<file path="src/rtl/reg_write_arbiter_if.sv">
// ============================================================================
// Module      : reg_write_arbiter_if
// Description : Request/grant and register-bank write bus of reg_write_arbiter.
// Revision    : 1.0 - initial release
// ============================================================================
`default_nettype none

`ifndef WORD_LENGTH
`define WORD_LENGTH 8
`endif

interface reg_write_arbiter_if #(
    parameter int n  = `WORD_LENGTH,
    parameter int AW = 3
);
    localparam int REGS = 1 << AW;

    logic [3:0]      req;
    logic [3:0]      lock;
    logic [4*AW-1:0] addr;
    logic [4*n-1:0]  data;
    logic [3:0]      gnt;
    logic [REGS-1:0] wr_en;
    logic [n-1:0]    wr_data;
    logic            locked;

    // Requesters plus the bank side, as seen from outside the arbiter.
    modport master (
        output req, lock, addr, data,
        input  gnt, wr_en, wr_data, locked
    );

    modport slave (
        input  req, lock, addr, data,
        output gnt, wr_en, wr_data, locked
    );
endinterface

`default_nettype wire

</file>
<file path="src/rtl/reg_write_arbiter.sv">
// ============================================================================
// Module      : reg_write_arbiter
// Description : Round-robin arbiter for the register-bank write port with
//               one-hot enable decode. Optional burst lock: REG_ARB_LOCK_EN.
// Revision    : 1.0 - initial release
// ============================================================================
`default_nettype none

`ifndef WORD_LENGTH
`define WORD_LENGTH 8
`endif

module reg_write_arbiter #(
    parameter int n  = `WORD_LENGTH,
    parameter int AW = 3
) (
    input  wire logic          clk,
    input  wire logic          rst,
    reg_write_arbiter_if.slave bus
);
    localparam int REGS = 1 << AW;

    logic [1:0]      ptr_q;
    logic [1:0]      ptr_d;
    logic [REGS-1:0] wr_en_q;
    logic [n-1:0]    wr_data_q;

    logic [3:0]      gnt_c;
    logic [1:0]      win;
    logic            any_gnt;
    logic [AW-1:0]   win_addr;
    logic [n-1:0]    win_data;
    logic [REGS-1:0] en_dec;

`ifdef REG_ARB_LOCK_EN
    typedef enum logic [0:0] {
        ST_IDLE   = 1'b0,
        ST_LOCKED = 1'b1
    } state_t;

    state_t     state_q;
    state_t     state_d;
    logic [1:0] owner_q;
    logic [1:0] owner_d;
    logic       locked_q;

    always_comb begin
        gnt_c   = '0;
        win     = ptr_q;
        any_gnt = 1'b0;
        ptr_d   = ptr_q;
        state_d = state_q;
        owner_d = owner_q;
        case (state_q)
            ST_IDLE: begin
                for (int k = 0; k < 4; k++) begin
                    if (!any_gnt && bus.req[ptr_q + 2'(k)]) begin
                        any_gnt = 1'b1;
                        win     = ptr_q + 2'(k);
                    end
                end
                if (any_gnt) begin
                    gnt_c[win] = 1'b1;
                    ptr_d      = win + 2'd1;
                    if (bus.lock[win]) begin
                        state_d = ST_LOCKED;
                        owner_d = win;
                    end
                end
            end
            ST_LOCKED: begin
                // Only the owner is visible; a dropped req releases without a beat.
                win = owner_q;
                if (bus.req[owner_q]) begin
                    any_gnt        = 1'b1;
                    gnt_c[owner_q] = 1'b1;
                end
                if (!bus.req[owner_q] || !bus.lock[owner_q]) begin
                    state_d = ST_IDLE;
                    ptr_d   = owner_q + 2'd1;
                end
            end
            default: state_d = ST_IDLE;
        endcase
    end

    always_ff @(posedge clk or posedge rst) begin
        if (rst) begin
            state_q  <= ST_IDLE;
            owner_q  <= 2'd0;
            locked_q <= 1'b0;
        end else begin
            state_q  <= state_d;
            owner_q  <= owner_d;
            locked_q <= (state_d == ST_LOCKED);
        end
    end

    assign bus.locked = locked_q;
`else
    logic unused_lock;
    assign unused_lock = ^bus.lock;

    always_comb begin
        gnt_c   = '0;
        win     = ptr_q;
        any_gnt = 1'b0;
        ptr_d   = ptr_q;
        for (int k = 0; k < 4; k++) begin
            if (!any_gnt && bus.req[ptr_q + 2'(k)]) begin
                any_gnt = 1'b1;
                win     = ptr_q + 2'(k);
            end
        end
        if (any_gnt) begin
            gnt_c[win] = 1'b1;
            ptr_d      = win + 2'd1;
        end
    end

    assign bus.locked = 1'b0;
`endif

    // Register 0 is hard-wired zero, so its enable is never raised.
    always_comb begin
        win_addr = bus.addr[win*AW +: AW];
        win_data = bus.data[win*n +: n];
        en_dec   = '0;
        if (win_addr != '0) begin
            en_dec[win_addr] = 1'b1;
        end
    end

    always_ff @(posedge clk or posedge rst) begin
        if (rst) begin
            ptr_q     <= 2'd0;
            wr_en_q   <= '0;
            wr_data_q <= '0;
        end else begin
            ptr_q   <= ptr_d;
            wr_en_q <= any_gnt ? en_dec : '0;
            if (any_gnt) begin
                wr_data_q <= win_data;
            end
        end
    end

    assign bus.gnt     = rst ? 4'b0000 : gnt_c;
    assign bus.wr_en   = wr_en_q;
    assign bus.wr_data = wr_data_q;

endmodule

`default_nettype wire

</file>
<file path="src/flat_wrapper.sv">
// flat-port wrapper written by rule: the top's interface ports become plain ports
module reg_write_arbiter_flat 
#(
    parameter int n  = `WORD_LENGTH,
    parameter int AW = 3
)
  (clk, rst, bus_req, bus_lock, bus_addr, bus_data, bus_gnt, bus_wr_en, bus_wr_data, bus_locked);
  reg_write_arbiter_if #(.n(n), .AW(AW)) bus_i ();
  input  wire logic clk;
  input  wire logic rst;
  input wire logic [$bits(bus_i.req)-1:0] bus_req;
  input wire logic [$bits(bus_i.lock)-1:0] bus_lock;
  input wire logic [$bits(bus_i.addr)-1:0] bus_addr;
  input wire logic [$bits(bus_i.data)-1:0] bus_data;
  output wire logic [$bits(bus_i.gnt)-1:0] bus_gnt;
  output wire logic [$bits(bus_i.wr_en)-1:0] bus_wr_en;
  output wire logic [$bits(bus_i.wr_data)-1:0] bus_wr_data;
  output wire logic [$bits(bus_i.locked)-1:0] bus_locked;
  assign bus_i.req = bus_req;
  assign bus_i.lock = bus_lock;
  assign bus_i.addr = bus_addr;
  assign bus_i.data = bus_data;
  assign bus_gnt = bus_i.gnt;
  assign bus_wr_en = bus_i.wr_en;
  assign bus_wr_data = bus_i.wr_data;
  assign bus_locked = bus_i.locked;
  reg_write_arbiter #(.n(n), .AW(AW)) u_core (.clk(clk), .rst(rst), .bus(bus_i));
endmodule
</file>
<file path="config.mk">
export PLATFORM = sky130hd
export DESIGN_NAME = reg_write_arbiter_flat
export DESIGN_NICKNAME = d
export VERILOG_FILES = /design/src/rtl/reg_write_arbiter_if.sv /design/src/rtl/reg_write_arbiter.sv /design/src/flat_wrapper.sv
export SDC_FILE = /design/constraint.sdc
export NUM_CORES = 1
export LEC_CHECK = 0
export ABC_AREA = 1
export CELL_PAD_IN_SITES_DETAIL_PLACEMENT = 2
export CELL_PAD_IN_SITES_GLOBAL_PLACEMENT = 2
export CORE_ASPECT_RATIO = 1.75
export CORE_MARGIN = 2
export CORE_UTILIZATION = 19
export CTS_CLUSTER_DIAMETER = 200
export DETAILED_ROUTE_END_ITERATION = 12
export PLACE_DENSITY = 0.86
export SLEW_MARGIN = 0
export SYNTH_ARGS = -nofsm -noshare
export SYNTH_HDL_FRONTEND = slang
export SYNTH_SLANG_ARGS = --single-unit
</file>
<file path="constraint.sdc">
create_clock -name clk -period 2.26 [get_ports clk]
set_input_delay 0.452 -clock clk [delete_from_list [all_inputs] [get_ports clk]]
set_output_delay 0.452 -clock clk [all_outputs]
set_load 0.01 [all_outputs]
</file>
# Yosys cells after proc, flatten, opt, wreduce, memory -nomap -nowiden
# Cells that the tools add are included.
# Widths: inputs -> output; s select.
# classes
addsub	4
n_mul	1
magnitude_cmp	8
shifts	2
muxes	23
n_reduce_logical	9
# op_table
cell	n
$shiftx 32x6->8	1
$mux 8	2
$lt 2x3->1 const B	5
$shiftx 12x5->3	1
$mux 1	10
$bmux 1 s2	4
$mux 4	2
$mux 2	3
$logic_and 1x1->1	5
$add 2x1->2 const B	2
$add 2x2->2 const B	2
$lt 3x4->1 const B	1
$mul 2x2->4 const B	1
$demux 1 s3	1
$ge 3x1->1 const B	1
$logic_not 1->1	3
$reduce_bool 3->1	1
$demux 1 s2	1
$ge 2x1->1 const B	1
# word_totals
regBits	18
inputBits	54
elab_cells	50

# Logic depth before layout (Yosys ltp)
# Gate-level depths: netlist (run 1).
# depth
word_depth	20
mapped_depth	18
depth_no_buf	16

# Least setup slack after synthesis (run 1)
# OpenSTA, ideal clock, no wires.
# synth_path
kind	reg-to-output
from	reg u_core.ptr_q[1]
to	out bus_gnt[3]
t_arrival_ps	1839
setup_slack_ps	-31
path_stages_with_launch	17
path_cell_list	dfrtp_1 buf_6 inv_6 nand2_1 nand2_2 nand2_2 nand2_4 nand2_1 nand2_1 nand2_2 nand2_8 nand2_8 inv_4 buf_6 ha_1 inv_1 nor2_1
# synth_between
elab_chain_cells	18
elab_cells_between_ends	31
cone_classes	add/sub (3); order compare (2); mux (19); reduce/logical (7)
# synth_rtl
item	line_no	text
start, declared	reg_write_arbiter.sv:23	logic [1:0] ptr_q;
start signal, assigned	reg_write_arbiter.sv:140	ptr_q <= ptr_d;
branches (longest 16 deep; another with $lt 2x3->1)	--	
$mux 4 *	reg_write_arbiter.sv:115	if (any_gnt) begin
$mux 4 *	reg_write_arbiter.sv:148	assign bus.gnt = rst ? 4'b0000 : gnt_c;
end, declared	flat_wrapper.sv:15	output wire logic [$bits(bus_i.gnt)-1:0] bus_gnt;
# Mark *: on every way between the ends. The select of a mux whose other input is x is not followed.

# Worst setup path in the final report (run 1)
# layout_path
from	reg u_core.ptr_q[0]
to	out bus_gnt[2]
# Same word-level chain as after synthesis.

==> results by group, run 1 <==
Clock network
  – Clock Path Buffers: 2
  – CTS Root Cell: clkbuf_16
  – H-Tree Depth: 1
  – Clock buffer count from CTS: 3
  – Clock sink count: 18
  – Clock-pin slew on the worst setup and hold paths: about 0.05 ns
  – CTS hold repair buffers: 0
  – TritonCTS clock tree: done
  – Clk_lat worst skew: 0.26 ns

Floorplanning
  – Initial Util: 19.4%
  – Row cnt: 47
  – I/O Pins: 75
  – Die Ht: 133 um
  – Die Span X: 77.8 um
  – Core area: a little over 9000 sq um
  – Die footprint: between 10000 and 15000 sq um

Timing
  – Setup ws final: -0.391 ns
  – Final setup TNS: -3.50 ns
  – Worst Skew: around 0.00096 ns
  – Final hold vios: 0
  – Unrepaired setup endpoints after global routing: true
  – Max Slew Vio Count: 0
  – Endpoints failing setup: 19
  – Fmax achieved: 377 MHz
  – Period utilisation layout: 117%
  – Period minus WS final: approximately 2.7 ns

Layout
  – Non-filler instance count after layout: 524
  – Synthesis-to-layout area growth: 88.0%
  – Antenna cell count: 0
  – Share of cells above drive strength 1: 36.1%
  – Total Nets Final: between 400 and 500
  – Fin util: 36.4%

Global route
  – Largest net degree at the start of global routing: 19
  – Total GRT Usage: between 15 and 20%
  – Vias in the first global route: around 2600
  – First-pass GRT wire length: 13.6 mm
  – GRT overflow: 0
  – Antenna violations before repair: 0

Placement
  – I/O Buffers: between 60 and 70
  – Routability cong.: roughly 0.85
  – Pre-CTS WS: -0.944 ns
  – Placed cells: approximately 500
  – Detailed placement HPWL: slightly above 6 mm

Synthesis
  – Count of cell types in the netlist: 26
  – Synth top cells by count: nand2_1 (134), inv_1 (46), nand3_1 (38)
  – #FFs+latches synth: 18
  – Ys flop type: dfrtp_1
  – FFs w/ async S/R, synth: 100%
  – Synthesized instance count: ~300
  – Synth area leaders: nand2_1 (28%), dfrtp_1 (25%), nand3_1 (10%)
  – Sequential area share after synthesis: ~25%
  – Most numerous cell in the Yosys netlist: nand2_1
  – Post-synth EDFFs: 0
  – Post-synth top area cell: nand2_1
  – Ys Warns: 0
  – Synthesized area: roughly 1800 sq um
  – Syn Area/Cell: 6.14 sq um
  – Area fraction of the dominant cell type after synthesis: between 20% and 30%

Worst setup path
  – Maximum fanout along the worst path: 5
  – WS Path Type: reg2out
  – CP Capture Type: primary output
  – WP data arrival: ~2.2 ns
  – Crit. Startpoint: u_core.ptr_q[0]
  – CP Capture Point: bus_gnt[2]
  – Startpoint Class: flip-flop
  – R2r worst-path depth: 17
  – Required time worst endpoint: about 1.8 ns
  – Worst r2r dst: u_core.bus.wr_en[4]
  – Reg2reg start: u_core.ptr_q[0]
  – Reg2reg setup slack: -0.22 ns

Drt
  – DR vias/cell: around 4.3
  – Via count: 2261
  – Routed WL per cell: 17.1 um
  – Post-Route WL: 8.97 mm
  – Drt first-iter violations: roughly 100
  – Post-DRT Antenna Nets: 0
  – First-pass detailed-route iteration total: 4
  – DRC: 0

Hold path
  – Worst Hold Class: reg2reg

Run status
  – Status: finished, violations left
  – Failing checks: negative setup slack

Job
  – Max cap viols: 0
## worst min path at each step
stage / start / end / slack [ns] / depth (start not counted)
after floorplan: rst / u_core.bus.wr_data[0] / 0.40 / 1
after global placement: u_core.bus.wr_data[7] / u_core.bus.wr_data[7] / 0.48 / 2
after detailed placement: u_core.bus.wr_data[6] / u_core.bus.wr_data[6] / 0.48 / 2
after CTS: u_core.bus.wr_data[6] / u_core.bus.wr_data[6] / 0.50 / 2
after global routing: u_core.bus.wr_data[3] / u_core.bus.wr_data[3] / 0.54 / 2
final: u_core.bus.wr_data[6] / u_core.bus.wr_data[6] / 0.49 / 2
## cell families after synthesis
logic type / synth area share [%]
buf+inv: 16.5
compound gates: 1.45
flops: 24.9
simple gates: 54.2
other cells: 0.207
fa+ha+maj: 2.76
## through the flow
step	hold WS, ns	instance area, sq um
after CTS	0.496	3180
final	0.492	3410
after global routing	0.543	3410
after floorplan	0.399	1830
after detailed placement	0.478	2770
after global placement	0.485	2770
## critical path, cell delays in order, from the launching register on
cell and delay [ns]:
dfrtp_2 0.46, buf_4 0.18, nand2_1 0.14, nand3_1 0.13
nand2_2 0.16, nand3_4 0.14, nand2_2 0.14, nand3_2 0.09
nand2_4 0.11, ha_4 0.14, inv_2 0.04, nor2_4 0.09
buf_6 0.11
## placed cells by master, fill, tap and decap left out, drive strengths merged
cell,netlist,final
nand2,150,150
clkdlybuf4s50,0,61
inv,50,50
buf,10,46
nand3,42,42
dfrtp,18,18
nor2,13,13
ha,4,4
dlygate4sd2,0,4
clkbuf,0,4
o21ai,3,3
nand3b,2,2
conb,1,2
nand4,1,1
clkinv,1,1
clkinvlp,0,1
## state kept, by name, indices dropped and copies added, names as in the netlist
name / cells
u_core.bus.wr_data: 8
u_core.bus.wr_en: 8
u_core.ptr_q: 2
## layer usage
layer	track usage, %	share of wire, %
met3	1.08	1.9
met5	0	0
met4	9.62	4.1
met1	16.4	34
met2	34.6	60
## timing repair
| item | CTS | global route |
|---|---|---|
| endpoints found under the setup margin | 19 | 19 |
| buffers inserted | 14 | 6 |
| gates cloned | 2 | 0 |
| gates resized for setup | 80 | 49 |
| pin swaps | 26 | 31 |
## cell type report
| cell class | count | area [sq um] |
|---|---|---|
| well taps | 122 | 153 |
| fillers | 1070 | 5940 |
| inverters | 51 | 214 |
| clock buffers | 4 | 88.8 |
| multi-input cells | 217 | 1420 |
| repair buffers | 111 | 1070 |
| flip-flops and latches | 18 | 453 |
| repair inverters | 1 | 7.51 |
Power of run 1 is not shown: default switching activity piles up to over one toggle a cycle in this logic, so the estimate is an artifact.
==> inputs of run 2 (changes only) <==
==> constraint.sdc (replaced) <==
create_clock -name clk -period 2.26 [get_ports clk]
set_input_delay 0.226 -clock clk [delete_from_list [all_inputs] [get_ports clk]]
set_output_delay 0.226 -clock clk [all_outputs]
set_load 0.01 [all_outputs]
==> results by group, run 2 (synthesis results as in run 1) <==
Drt
  – DR vias/cell: 4.37 (was 4.31)
  – Drt first-iter violations: 68 (was 101)
  – First-pass detailed-route iteration total: 4 (unchanged)
  – Post-Route WL: 9.51 mm (was 8.97 mm)
  – Routed WL per cell: 18.0 um (was 17.1 um)
  – DRC: 0 (unchanged)
  – Post-DRT Antenna Nets: 0 (unchanged)
  – Via count: 2309 (was 2261)

Clock network
  – Clk_lat worst skew: 0.26 ns (about the same)
  – Clock buffer count from CTS: 3 (unchanged)
  – Clock Path Buffers: 2 (unchanged)
  – H-Tree Depth: 1 (unchanged)
  – CTS Root Cell: clkbuf_16 (unchanged)
  – Clock sink count: 18 (unchanged)
  – Clock-pin slew on the worst setup and hold paths: 0.05 ns (about the same)
  – TritonCTS clock tree: done (unchanged)
  – CTS hold repair buffers: 0 (unchanged)

Layout
  – Commonest non-fill, non-tap cell in the layout: nand2_1 (unchanged)
  – Antenna cell count: 0 (unchanged)
  – Layout fillers: 1065 (was 1070)
  – FF+latch area: 453 sq um (unchanged)
  – Fin util: 38.7% (was 36.4%)
  – Total Nets Final: 465 (was 461)
  – Share of cells above drive strength 1: 42.6% (was 36.1%)
  – Leading cell types in the layout, fill and taps excluded: nand2_1 (80), clkdlybuf4s50_1 (65), inv_1 (43), nand2_2 (34), buf_4 (32) (was nand2_1 (101), clkdlybuf4s50_1 (61), inv_1 (41), buf_4 (33), nand2_2 (28))
  – Synthesis-to-layout area growth: 99.8% (was 88.0%)
  – Area occupied by multi-input gates: 1590 sq um (was 1420 sq um)

Worst setup path
  – Maximum fanout along the worst path: 5 (unchanged)
  – Buffers & Inverters on Critical Path: 4 (was 3)
  – Startpoint Class: flip-flop (unchanged)
  – Cells along the critical path: buf_6, clkinvlp_4, nand2_1, nand3_2, nand2_4, nand2_2, nand2_1, nand2_1, nand2_1, nand3_2, nand2_4, ha_4, inv_1, nor2_1, buf_2 (was buf_4, nand2_1, nand3_1, nand2_2, nand3_4, nand2_2, nand3_2, nand2_4, ha_4, inv_2, nor2_4, buf_6)
  – Top delay family on crit path: simple AND/OR/NAND/NOR gates (unchanged)
  – CP peak stage delay: 0.45 ns (was 0.46 ns)
  – WS Path Type: reg2out (unchanged)
  – WP data arrival: 2.23 ns (was 2.20 ns)
  – R2r worst-path depth: 17 (unchanged)
  – CP Capture Type: primary output (unchanged)
  – Required time worst endpoint: 2.03 ns (was 1.81 ns)
  – Worst path slowest cell: dfrtp_2 (unchanged)
  – Most Frequent Cell on Critical Path: nand2_1 (was nand2_2)
  – Worst path depth: 15 (was 12)

Timing
  – Endpoints failing setup: 19 (unchanged)
  – Max Slew Vio Count: 0 (unchanged)
  – Worst Skew: 0.00209 ns (was 0.000960 ns)
  – Period minus WS final: 2.46 ns (was 2.65 ns)
  – Fmax achieved: 407 MHz (was 377 MHz)
  – Final hold vios: 0 (unchanged)
  – Period utilisation layout: 109% (was 117%)
  – Unrepaired setup endpoints after global routing: true (unchanged)
  – Final setup TNS: -2.23 ns (was -3.50 ns)
  – Setup ws final: -0.199 ns (was -0.391 ns)

Global route
  – M2 GR Usage: 33.2% (was 34.6%)
  – Vias in the first global route: 2674 (was 2637)
  – Total GRT Usage: 16.1% (was 17.1%)
  – Antenna violations before repair: 0 (unchanged)
  – GRT overflow: 0 (unchanged)
  – First-pass GRT wire length: 13.0 mm (was 13.6 mm)
  – Met3 usage: 0.745% (was 1.08%)
  – Grt met1 use: 14.5% (was 16.4%)
  – Busiest grt layer: met2 (unchanged)
  – Largest net degree at the start of global routing: 19 (unchanged)

Floorplanning
  – Row cnt: 47 (unchanged)
  – Die footprint: 10400 sq um (unchanged)
  – Initial Util: 19.4% (unchanged)
  – Core area: 9350 sq um (unchanged)
  – Die Ht: 133 um (unchanged)
  – Die Span X: 77.8 um (unchanged)
  – I/O Pins: 75 (unchanged)

Placement
  – Detailed placement HPWL: 6.01 mm (was 6.22 mm)
  – Routability cong.: 0.835 (was 0.847)
  – I/O Buffers: 69 (unchanged)

Run status
  – Failing checks: negative setup slack (unchanged)
  – Status: finished, violations left (unchanged)

Hold path
  – Worst Hold Class: in2async (was reg2reg)

Job
  – Max cap viols: 0 (unchanged)
run 2: changes by cell type in the layout (fill, tap and decap cells not counted), moves of 6 or more:
cell | before | now
nand2_1 | 101 | 80
nand2_4 | 17 | 31
nand3_1 | 27 | 15
nand3_2 | 11 | 22
nor2_1 | 1 | 8
nand2_2 | 28 | 34
run 2: what timing repair did:
action,in CTS,in global routing
hold endpoints to repair,0,0
resized for setup,73,95
cloned,2,2
endpoints found under the setup margin,16,19
pin swaps,25,50
buffers inserted,11,8
run 2: stage by stage:
step | hold slack, ns | worst slack, ns | std cells | instance area [sq um]
finish | 0.348 | -0.199 | 528 | 3620
global route | 0.413 | -0.322 | 528 | 3620
CTS | 0.343 | -0.0889 | 518 | 3140
detailed placement | 0.493 | -0.451 | 502 | 2750
global placement | 0.470 | -0.343 | 502 | 2750
floorplan | 0.173 | 0.195 | 296 | 1820
run 2: layout make-up:
class,count,share of cell area [%]
clock buffer,4,2.45
inverter,51,5.91
multi-input combinational,217,43.9
sequential,18,12.5
tap,122,4.22
timing repair buffer,115,30.8
timing repair inverter,1,0.207
run 2: path summary, 6_finish.rpt:
path	slack [ns]	start	to
setup / recovery	-0.20	u_core.ptr_q[0]	bus_gnt[2]
hold / removal	0.35	rst	u_core.bus.wr_data[3]
setup reg to reg	-0.13	u_core.ptr_q[0]	u_core.bus.wr_data[6]
hold reg to reg	0.49	u_core.bus.wr_data[2]	u_core.bus.wr_data[2]
max in group asynchronous	1.69	rst	u_core.ptr_q[0]
min in group clk	0.49	u_core.bus.wr_data[2]	u_core.bus.wr_data[2]
run 2: tightest hold or removal path, stage by stage:
cell,delay (ns)
clkdlybuf4s50_1,0.40
inv_1,0.09
buf_4,0.27
run 2: layer usage:
| metal | share of wire, % | up-vias | wire, um |
|---|---|---|---|
| li1 | - | 1102 | - |
| met1 | 34 | 1114 | 3230 |
| met2 | 59 | 62 | 5600 |
| met3 | 1.9 | 31 | 178 |
| met4 | 5.3 | 0 | 502 |
| met5 | 0 | - | 0 |
Power of run 2 is left out for the same reason.
